[src/rtl/mem_arbiter_ctrl_pkg.sv]
// Shared types and constants for the byte-port memory arbiter/sequencer.
// Contents: FSM state enum, access-size and port-id encodings, word beat count,
//           and a helper that flags word accesses not aligned to 4 bytes.
package mem_arb_pkg;

   typedef enum logic [1:0] {
      IDLE   = 2'd0,
      ACCESS = 2'd1,
      LAST   = 2'd2,
      RESP   = 2'd3
   } state_t;

   localparam logic       SIZE_BYTE  = 1'b0;
   localparam logic       SIZE_WORD  = 1'b1;
   localparam logic [2:0] BEATS_WORD = 3'd4;

   localparam logic PORT_I = 1'b0;
   localparam logic PORT_D = 1'b1;

   function automatic logic is_misaligned(input logic size, input logic [1:0] lsb);
      return (size == SIZE_WORD) && (lsb != 2'b00);
   endfunction

endpackage

[src/rtl/mem_arbiter_ctrl_rr_arbiter2.sv]
// Two-requester round-robin arbiter with a last-grant register.
// Ports: i_en gates both grants; i_req_fetch / i_req_data are the requests;
//        o_gnt_fetch / o_gnt_data are one-hot (or zero) combinational grants.
module rr_arbiter2
   import mem_arb_pkg::*;
(
   input  logic clk,
   input  logic rst_n,
   input  logic i_en,
   input  logic i_req_fetch,
   input  logic i_req_data,
   output logic o_gnt_fetch,
   output logic o_gnt_data
);

   logic r_last_grant;
   logic w_pick_fetch;

   // Fetch wins when it is alone, or on a tie when data was granted last.
   assign w_pick_fetch = i_req_fetch && (!i_req_data || (r_last_grant == PORT_D));
   assign o_gnt_fetch  = i_en && w_pick_fetch;
   assign o_gnt_data   = i_en && i_req_data && !w_pick_fetch;

   always_ff @(posedge clk or negedge rst_n) begin
      if (!rst_n) begin
         r_last_grant <= PORT_D;
      end else if (o_gnt_fetch) begin
         r_last_grant <= PORT_I;
      end else if (o_gnt_data) begin
         r_last_grant <= PORT_D;
      end
   end

endmodule

[src/rtl/mem_arbiter_ctrl.sv]
// Arbitrates a fetch port and a data port onto one byte-wide memory port and
// sequences 1- or 4-beat big-endian accesses, one access in flight at a time.
// Ports: i_req_*/i_rsp_* fetch (word reads), d_req_*/d_rsp_* data (byte/word
//        read/write), mem_* byte memory with one-cycle read latency.
module mem_arbiter_ctrl
   import mem_arb_pkg::*;
#(
   parameter int ADDR_W = 10
) (
   input  logic              clk,
   input  logic              rst_n,
   input  logic              i_req_valid,
   output logic              i_req_ready,
   input  logic [ADDR_W-1:0] i_req_addr,
   output logic              i_rsp_valid,
   input  logic              i_rsp_ready,
   output logic [31:0]       i_rsp_rdata,
   output logic              i_rsp_err,
   input  logic              d_req_valid,
   output logic              d_req_ready,
   input  logic              d_req_we,
   input  logic              d_req_size,
   input  logic [ADDR_W-1:0] d_req_addr,
   input  logic [31:0]       d_req_wdata,
   output logic              d_rsp_valid,
   input  logic              d_rsp_ready,
   output logic [31:0]       d_rsp_rdata,
   output logic              d_rsp_err,
   output logic [ADDR_W-1:0] mem_addr,
   output logic              mem_we,
   output logic [7:0]        mem_wdata,
   input  logic [7:0]        mem_rdata
);

   state_t            r_state, w_state_nxt;
   logic              r_port;
   logic              r_we;
   logic              r_err;
   logic [ADDR_W-1:0] r_base;
   logic [1:0]        r_idx;
   logic [2:0]        r_cnt;
   logic [31:0]       r_wsh;
   logic [31:0]       r_rdata;

   logic              w_gnt_i, w_gnt_d, w_acc, w_acc_size, w_acc_we, w_mis;
   logic [ADDR_W-1:0] w_acc_addr;
   logic              w_rsp_take;

   rr_arbiter2 u_arb (
      .clk         (clk),
      .rst_n       (rst_n),
      .i_en        (r_state == IDLE),
      .i_req_fetch (i_req_valid),
      .i_req_data  (d_req_valid),
      .o_gnt_fetch (w_gnt_i),
      .o_gnt_data  (w_gnt_d)
   );

   // A grant is only issued to a valid requester, so grant == handshake.
   assign i_req_ready = w_gnt_i;
   assign d_req_ready = w_gnt_d;
   assign w_acc       = w_gnt_i || w_gnt_d;
   assign w_acc_size  = w_gnt_d ? d_req_size : SIZE_WORD;
   assign w_acc_we    = w_gnt_d && d_req_we;
   assign w_acc_addr  = w_gnt_d ? d_req_addr : i_req_addr;
   assign w_mis       = is_misaligned(w_acc_size, w_acc_addr[1:0]);
   assign w_rsp_take  = (r_state == RESP) && ((r_port == PORT_D) ? d_rsp_ready : i_rsp_ready);

   always_ff @(posedge clk or negedge rst_n) begin
      if (!rst_n) r_state <= IDLE;
      else        r_state <= w_state_nxt;
   end

   always_comb begin
      w_state_nxt = r_state;
      mem_we      = 1'b0;
      mem_addr    = '0;
      mem_wdata   = 8'h00;
      i_rsp_valid = 1'b0;
      d_rsp_valid = 1'b0;
      unique case (r_state)
         IDLE: begin
            if (w_acc) w_state_nxt = w_mis ? RESP : ACCESS;
         end
         ACCESS: begin
            mem_addr = r_base + {{(ADDR_W-2){1'b0}}, r_idx};
            mem_we   = r_we;
            if (r_we) mem_wdata = r_wsh[31:24];
            if (r_cnt == 3'd1) w_state_nxt = LAST;
         end
         LAST: begin
            w_state_nxt = RESP;
         end
         RESP: begin
            i_rsp_valid = (r_port == PORT_I);
            d_rsp_valid = (r_port == PORT_D);
            if (w_rsp_take) w_state_nxt = IDLE;
         end
         default: w_state_nxt = IDLE;
      endcase
   end

   always_ff @(posedge clk or negedge rst_n) begin
      if (!rst_n) begin
         r_port  <= PORT_I;
         r_we    <= 1'b0;
         r_err   <= 1'b0;
         r_base  <= '0;
         r_idx   <= 2'd0;
         r_cnt   <= 3'd0;
         r_wsh   <= 32'h0;
         r_rdata <= 32'h0;
      end else begin
         if ((r_state == IDLE) && w_acc) begin
            r_port  <= w_gnt_d ? PORT_D : PORT_I;
            r_we    <= w_acc_we && !w_mis;
            r_err   <= w_mis;
            r_base  <= w_acc_addr;
            r_idx   <= 2'd0;
            r_cnt   <= (w_acc_size == SIZE_WORD) ? BEATS_WORD : 3'd1;
            // Byte writes pre-position their data in the top lane so both
            // sizes emit from [31:24].
            r_wsh   <= (w_acc_size == SIZE_WORD) ? d_req_wdata : {d_req_wdata[7:0], 24'h0};
            r_rdata <= 32'h0;
         end else if (r_state == ACCESS) begin
            r_cnt <= r_cnt - 3'd1;
            r_idx <= r_idx + 2'd1;
            r_wsh <= {r_wsh[23:0], 8'h00};
            // Read data trails the address by one cycle; beat 0 data is not
            // back yet on the first ACCESS cycle.
            if (!r_we && (r_idx != 2'd0)) r_rdata <= {r_rdata[23:0], mem_rdata};
         end else if (r_state == LAST) begin
            if (!r_we) r_rdata <= {r_rdata[23:0], mem_rdata};
         end
      end
   end

   assign i_rsp_rdata = i_rsp_valid ? r_rdata : 32'h0;
   assign i_rsp_err   = i_rsp_valid && r_err;
   assign d_rsp_rdata = d_rsp_valid ? r_rdata : 32'h0;
   assign d_rsp_err   = d_rsp_valid && r_err;

endmodule
[config.mk]
export PLATFORM = sky130hd
export DESIGN_NAME = mem_arbiter_ctrl
export DESIGN_NICKNAME = d
export VERILOG_FILES = /design/src/rtl/mem_arbiter_ctrl_pkg.sv /design/src/rtl/mem_arbiter_ctrl_rr_arbiter2.sv /design/src/rtl/mem_arbiter_ctrl.sv
export SDC_FILE = /design/constraint.sdc
export NUM_CORES = 1
export LEC_CHECK = 0
export BUFFER_PORTS_ARGS = -buffer_cell sky130_fd_sc_hd__buf_2
export CAP_MARGIN = 20
export CORE_MARGIN = 1
export CORE_UTILIZATION = 51
export CTS_CLUSTER_SIZE = 8
export DETAILED_ROUTE_END_ITERATION = 10
export PLACE_DENSITY = 0.85
export SETUP_SLACK_MARGIN = 0.1
export SYNTH_ARGS = -nofsm -noshare
export SYNTH_HDL_FRONTEND = slang
export SYNTH_SLANG_ARGS = --single-unit
[constraint.sdc]
create_clock -name clk -period 2.9 [get_ports clk]
set_input_delay 0.87 -clock clk [delete_from_list [all_inputs] [get_ports clk]]
set_output_delay 0.87 -clock clk [all_outputs]
set_load 0.01 [all_outputs]
Word level (Yosys, flattened, before mapping)
Index checks and enable logic that the tools add are counted.
{"block": "classes", "n_div": 0, "magnitude_cmp": 0, "bitwise_logic": 1, "multipliers": 0, "muxes": 32, "reduce_logical": 26, "n_shift": 0, "add_sub_neg": 3, "n_eq_ne": 9}
{"op": "$mux W32", "n": 10}
{"op": "$mux W10", "n": 2}
{"op": "$mux W8", "n": 2}
{"op": "$logic_and A1 B1 Y1", "n": 12}
{"op": "$mux W2", "n": 6}
{"op": "$add A10 B2 Y10", "n": 1}
{"op": "$mux W3", "n": 3}
{"op": "$mux W1", "n": 8}
{"op": "$pmux W2 S4", "n": 1}
{"op": "$reduce_bool A2 Y1", "n": 4}
{"op": "$ne A2 B2 Y1 const B", "n": 3}
{"op": "$reduce_and A3 Y1", "n": 2}
{"op": "$eq A2 B2 Y1 const B", "n": 2}
{"op": "$logic_not A1 Y1", "n": 4}
{"op": "$eq A3 B1 Y1 const B", "n": 1}
{"op": "$ne A3 B1 Y1 const B", "n": 1}
{"op": "$ne A3 B2 Y1 const B", "n": 1}
{"op": "$reduce_bool A3 Y1", "n": 1}
{"op": "$sub A3 B1 Y3 const B", "n": 1}
{"op": "$add A2 B1 Y2 const B", "n": 1}
{"op": "$eq A2 B1 Y1 const B", "n": 1}
{"op": "$logic_not A2 Y1", "n": 1}
{"op": "$logic_or A1 B1 Y1", "n": 2}
{"op": "$not A1 Y1", "n": 1}
{"block": "word_totals", "ff_bits": 85, "n_memories": 0, "output_inout_bits": 89, "latch_bits": 0, "rom_bits": 0, "input_bits": 68, "elab_cells": 81, "mem_bits_rw": 0}

Logic depth before layout (Yosys ltp)
Gate-level depths: netlist of run 1.
{"block": "depth", "depth_word": 11, "ltp_mapped": 8}

Modules after synthesis
Synthesis of run 1 repeated with hierarchy kept, for this count alone.
{"block": "hier_totals", "hier_cells": 503, "hier_area_um2": 4928.5}
{"mod": "mem_arbiter_ctrl", "cells_each": 495, "n_inst": 1, "area_per_inst_um2": 4865.9, "seq_area_each_um2": 2102.0}
{"mod": "rr_arbiter2", "cells_each": 8, "n_inst": 1, "area_per_inst_um2": 62.6, "seq_area_each_um2": 26.3}

Least setup slack after synthesis of run 1
No wires, ideal clock.
{"block": "synth_timing", "kind": "flip-flop to output port", "startpoint": "reg r_state[1]", "endpoint": "out mem_addr[5]", "slack_ns": 0.410, "t_arrival_ns": 1.620, "stages_incl_launch_ff": 7, "cell_sequence": "dfrtp_1 > inv_1 > ha_1 > clkbuf_1 > buf_2 > clkbuf_1 > a21boi_0"}
{"block": "synth_between", "elab_chain_cells": 2}
{"item": "from (decl)", "line_no": "mem_arbiter_ctrl.sv:35", "source": "state_t r_state, w_state_nxt;"}
{"item": "from (signal assigned)", "line_no": "mem_arbiter_ctrl.sv:71", "source": "else r_state <= w_state_nxt;"}
{"item": "$eq A2 B1 Y1", "line_no": "mem_arbiter_ctrl.sv:81", "source": "unique case (r_state)"}
{"item": "$mux W10", "line_no": "mem_arbiter_ctrl.sv:81"}
{"item": "to (decl)", "line_no": "mem_arbiter_ctrl.sv:29", "source": "output logic [ADDR_W-1:0] mem_addr,"}
Every way passes these cells.

Final worst setup path of run 1
{"block": "layout_timing", "startpoint": "reg r_base[0]", "endpoint": "out mem_addr[8]"}
{"block": "layout_between", "elab_chain_cells": 2}
{"item": "from (decl)", "line_no": "mem_arbiter_ctrl.sv:39", "source": "logic [ADDR_W-1:0] r_base;"}
{"item": "from (signal assigned)", "line_no": "mem_arbiter_ctrl.sv:118", "source": "r_base <= w_acc_addr;"}
{"item": "$add A10 B2 Y10", "line_no": "mem_arbiter_ctrl.sv:86", "source": "mem_addr = r_base + {{(ADDR_W-2){1'b0}}, r_idx};"}
{"item": "$mux W10", "line_no": "mem_arbiter_ctrl.sv:81"}
Every way passes these cells.

==> results.toml, run 1 <==
[yosys]
yosysTopAreaCell = "dfrtp_1"
syn_area_sq_um = 4610
synth-seq-area-share_pct = 46.2
syn-num-nets = 584
synthArstFlopShare_pct = 100
synth_top_area_share_pct = 45.6
synth_area_leaders = "dfrtp_1, nand2_1, mux2i_1"
synth_flop_cell = "dfrtp_1"
ys_types = 39
yosysWarnings = 0
syn_avg_cell_area_sq_um = 9.15
synth_cells = 504
synth_seq_cells = 85
synth_edf_count = 0

[clock_network]
root_buffer = "clkbuf_8"
cts_max_level = 3
postCtsHoldBufs = 0
worstSkewPairLatency_ps = 350
cts_tree = "done"
cts_inserted_buffers = 9
clock-sinks = 85
cts_buffer_depth = 2
clk_pin_slew_ps = 100

[layout]
syn2layout_area_growth_pct = 27.4
most-common-layout-cells = "buf_2, nand2_1, dfrtp_1, and2_1, and3_1"
final_common_cell = "buf_2"
layout-drive-gt1-share_pct = 31.3
finalNetCount = 733
finalInstanceArea_sq_um = 5870
antenna_cells = 0
instances_no_fill = 766

[placement]
dpl.hpwl_microns = 8070
place_area_sq_um = 5560
io_buffers = 156
gp_congestion = 0.899
place_inst = 745
dp_slack_ps = 381

[floorplan]
rows = 34
start_util_pct = 52.9
die_height_microns = 97.1
die_area_sq_um = 9420
coreArea_sq_um = 8720
pin_count = 157
die_w_microns = 97.1

[critical_path]
slowest_stage = "dfrtp_1"
path_cells = "ha_2 > fa_2 > nand4_1 > nor2_1 > xor2_1 > and2_1 > buf_2"
critical_path_arrival_ps = 1930
cp.buffers_inverters = 1
crit_family = "adder cells"
reg2reg_depth = 6
end_kind = "output pin"
path_max_fanout = 3
path_class = "reg -> out"
worstSetupStartpointType = "flop"
cp.required_ps = 2030
critPathMaxStageDelay_ps = 400
cp.depth = 7

[route]
ant_nets = 0
drc = 0
via_count = 4228
wl_per_cell_microns = 14.9
dr.pass1.iters = 5
drtIter0Drc = 210
vias_per_cell = 5.52
wl_microns = 11400

[global_route]
grt-ovfl-total = 0
grtUsageTotal_pct = 24.8
antenna_found_initial = 0
grt_max_degree = 65
grt_pass1_wl_microns = 19100
first_global_vias = 4026

[sta]
tightest_slew_ps = 487
hold_violations = 0
fmax_mhz = 357
rsz0062_at_grt = "true"
drv_slew = 0
period_minus_slack_ps = 2800
hold_slack_ps = 464
finClkSkew_ps = 9.77
slew_headroom_pct = 67.4
finalSetupViolations = 0
setup_slack_ps = 98.0
finalCritPeriodShare_pct = 96.6

[min_path]
hp-class = "in -> async"

[power_and_ir_drop]
powerDensity_nw_per_um2 = 1020
p_leak_nw = 3.17
ir_drop_mv = 0.541

[flow_run]
maxCapViolCount = 0

[outcome]
status = "complete, no violations"
-- kinds of logic after synthesis --
kind of cell	count (synthesis)	share of synthesized area [%]
buffers and inverters	56	5.10
XOR/XNOR	9	1.71
flip-flops	85	46.2
adder cells (fa/ha/maj)	12	3.42
multiplexers	29	6.30
AND/OR/NAND/NOR	210	22.9
AO/OA/AOI/OAI	103	14.4
-- sequential cells by signal, summed over array words and instances, names as in the netlist --
register	cells
r_rdata	32
r_wsh	32
r_base	10
r_cnt	3
r_idx	2
r_state	2
r_err	1
r_port	1
r_we	1
u_arb.r_last_grant	1
-- layer usage --
metal / vias to the layer above / GRT usage, % / routed length (microns)
met5: - / 0 / 0
met4: 0 / 9.87 / 243
met3: 24 / 3.60 / 578
met2: 163 / 41.2 / 5600
met1: 2003 / 32.9 / 4990
li1: 2038 / - / -
-- path summary, 6_finish.rpt --
path | startpoint | endpoint | slack [ps]
max | r_base[0] | mem_addr[8] | 100
min | rst_n | r_rdata[27] | 460
max reg2reg | r_state[1] | r_state[1] | 790
min reg2reg | r_rdata[29] | r_rdata[29] | 500
max in group asynchronous | rst_n | u_arb.r_last_grant | 1750
min in group clk | r_rdata[29] | r_rdata[29] | 500
-- area by class of cell --
class	instances	area (sq um)
clock buffers	11	151
clock inverters	5	66.3
fillers	668	2850
inverters	18	67.6
multi-input cells	363	2320
flip-flops and latches	85	2130
well taps	108	135
repair buffers	176	1000
-- per-stage QoR --
stage	power (W)	utilization [%]	TNS (ps)
final	0.00599	67.4	0
after global routing	0.00651	67.4	-0.585
after CTS	0.00593	66.7	0
after detailed placement	0.00497	63.7	0
after global placement	0.00480	63.7	0
after floorplan	0.00406	-	0
-- power by group --
group	switching, W	total (W)	internal [W]	leakage (nW)
sequential	0.000436	0.00217	0.00173	1.07
combinational	0.00168	0.00292	0.00125	1.99
clock	0.000447	0.000903	0.000456	0.108
-- synthesized netlist by cell type (all sizes together), types with 2 or more instances --
master and n:
a22o 8, dfrtp 84, ha 11, xor2 5, o22ai 16, and2 43
o21ai 40, nor2 10, nand2 92, nor2b 12, buf 18, inv 18
mux2i 29, a21oi 14, xnor2 4, nand2b 2, a222oi 8, nand3 5
clkbuf 20, and3 41, a211oi 9
-- repair_timing --
action,in CTS,in global routing
endpoints found under the setup margin,6,6
setup buffers,2,3
endpoints found under the hold margin,0,0
pin swaps,2,6
gates resized for setup,5,7
Power figures use the tool's default switching activity.
==> inputs of run 2 (changes only) <==
--- a/config.mk
+++ b/config.mk
@@ -5,13 +5,14 @@
 export SDC_FILE = /design/constraint.sdc
 export NUM_CORES = 1
 export LEC_CHECK = 0
+export ABC_AREA = 1
 export BUFFER_PORTS_ARGS = -buffer_cell sky130_fd_sc_hd__buf_2
 export CAP_MARGIN = 20
 export CORE_MARGIN = 1
 export CORE_UTILIZATION = 51
 export CTS_CLUSTER_SIZE = 8
 export DETAILED_ROUTE_END_ITERATION = 10
-export PLACE_DENSITY = 0.85
+export PLACE_DENSITY = 0.84
 export SETUP_SLACK_MARGIN = 0.1
 export SYNTH_ARGS = -nofsm -noshare
 export SYNTH_HDL_FRONTEND = slang
==> results.toml, run 2 <==
[outcome]
status = "complete, no violations"

[power_and_ir_drop]
powerDensity_nw_per_um2 = 1010
p_total_w = 0.00602
ir_drop_mv = 0.475
p_leak_nw = 3.26

[route]
ant_nets = 0
dr.pass1.iters = 5
wl_microns = 12800
vias_per_cell = 5.18
drtIter0Drc = 287
via_count = 4878
wl_per_cell_microns = 13.6
drc = 0

[sta]
fin_setup_tns_ps = 0
rsz0062_at_grt = "true"
tightest_slew_ps = 844
setup_slack_ps = 136
finClkSkew_ps = 9.16
finalSetupViolations = 0
period_minus_slack_ps = 2760
hold_violations = 0
fmax_mhz = 362
drv_slew = 0
slew_headroom_pct = 43.5
finalCritPeriodShare_pct = 95.3
hold_slack_ps = 475

[yosys]
synthArstFlopShare_pct = 100
syn_avg_cell_area_sq_um = 7.35
synth_area_leaders = "dfrtp_1, nand2_1, nor2_1"
synth_common_cells = "nand2_1, nor2_1, dfrtp_1"
synth_seq_cells = 85
syn-num-nets = 740
yosysTopAreaCell = "dfrtp_1"
synth_most_common_cell = "nand2_1"
synth_cells = 660
syn_area_sq_um = 4850
synth-seq-area-share_pct = 43.9
synth_flop_cell = "dfrtp_1"
synth_top_area_share_pct = 43.3
ys_types = 38
yosysWarnings = 0
synth_edf_count = 0

[floorplan]
die_area_sq_um = 9910
start_util_pct = 52.5
pin_count = 157
die_height_microns = 99.5
die_w_microns = 99.5
rows = 35
coreArea_sq_um = 9240

[clock_network]
cts_tree = "done"
cts_buffer_depth = 2
clock-sinks = 85
cts_max_level = 3
postCtsHoldBufs = 0
cts_inserted_buffers = 9
root_buffer = "clkbuf_8"
worstSkewPairLatency_ps = 350
clk_pin_slew_ps = 80

[global_route]
grtUsageTotal_pct = 26.3
grt-ovfl-total = 0
grt_pass1_wl_microns = 20600
antenna_found_initial = 0
grt_max_degree = 45
first_global_vias = 4651

[placement]
io_buffers = 156
dp_slack_ps = 245
place_area_sq_um = 5660
gp_congestion = 0.827
dpl.hpwl_microns = 8730

[critical_path]
critPathMaxStageDelay_ps = 420
path_max_fanout = 3
path_class = "reg -> out"
worstSetupStartpointType = "flop"
end_kind = "output pin"
reg2reg_from = "r_state[1]"
critical_path_arrival_ps = 1890
cp.required_ps = 2030
rr_endpoint = "r_rdata[27]"
path_cells = "ha_4 > fa_2 > nand2_2 > nor2_2 > nand3_2 > nor2_1 > nor2_1 > nor2_1 > buf_2"
reg2reg_depth = 9
critical_path.most_common_cell = "nor2_1"
slowest_stage = "dfrtp_1"
worst-r2r-setup-slack_ps = 430

[layout]
reg_top3 = "r_rdata (32), r_wsh (32), r_base (10)"
antenna_cells = 0
finalNetCount = 888
final_common_cell = "nand2_1"
most-common-layout-cells = "nand2_1, buf_2, nor2_1, dfrtp_1, inv_1"
layout-drive-gt1-share_pct = 26.6
syn2layout_area_growth_pct = 22.7
finalInstanceArea_sq_um = 5950

[min_path]
hp-start = "r_rdata[9]"
min_delay_path_depth = 2
holdPathEnd = "r_rdata[9]"
hp-class = "reg -> reg"

[flow_run]
maxCapViolCount = 0
==> run 2: logic make-up after synthesis <==
group	synth area share, %
and+or+nand+nor	31.8
DFF	43.9
buffers and inverters	10.9
AOI/OAI and AO/OA	9.85
adders and majority gates	3.25
xor gates and xnor gates	0.361
==> run 2: stage by stage <==
stage	utilization, %	std cells
detailed placement	61.3	919
floorplan	-	660
finish	64.4	941
CTS	63.9	939
global placement	61.3	919
global route	64.4	941
==> run 2: repair_timing <==
action,4_1_cts,5_1_grt
gates resized for setup,8,7
setup buffers,4,2
pin swaps,1,6
endpoints found under the setup margin,42,39
cloned,1,0
endpoints found under the hold margin,0,0
==> run 2: critical path, delay by kind of cell, from the launching register on <==
kind / cells / cell delay [ps]
AND/OR/NAND/NOR: 6 / 410
buffers and inverters: 1 / 130
adder cells (fa/ha/maj): 2 / 590
flip-flops: 1 / 420
==> run 2: how the worst max path moves through the flow <==
stage                start           to  slack [ps]  cells after the start
6_report          r_idx[0]  mem_addr[8]         140                      9
5_1_grt          r_base[1]  mem_addr[5]          30                      8
4_1_cts           r_idx[1]  mem_addr[5]         100                      8
3_5_place_dp   d_req_valid  r_rdata[27]         240                      9
3_3_place_gp   d_req_valid   r_rdata[4]         370                      9
2_1_floorplan    r_base[0]  mem_addr[8]         570                      7
==> run 2: report_power, final <==
part,total (W),switching [W],internal [W]
sequential,0.00203,0.000321,0.00171
combinational,0.00317,0.00212,0.00105
clock,0.000816,0.000423,0.000393
total,0.00602,0.00287,0.00315
==> run 2: layer usage <==
| layer | track usage [%] | routed length, microns | up-vias |
|---|---|---|---|
| li1 | - | - | 2346 |
| met1 | 33.1 | 5430 | 2289 |
| met2 | 43.9 | 6350 | 214 |
| met3 | 4.29 | 661 | 29 |
| met4 | 13.7 | 317 | 0 |
| met5 | 0 | 0 | - |
==> run 2: layout make-up <==
class | instances | area, sq um
clock buffer | 11 | 131
clock inverter | 4 | 50.0
fill | 804 | 3290
inverter | 85 | 338
multi-input combinational | 457 | 2240
sequential | 85 | 2130
tap | 129 | 161
timing repair buffer | 169 | 893
timing repair inverter | 1 | 7.51
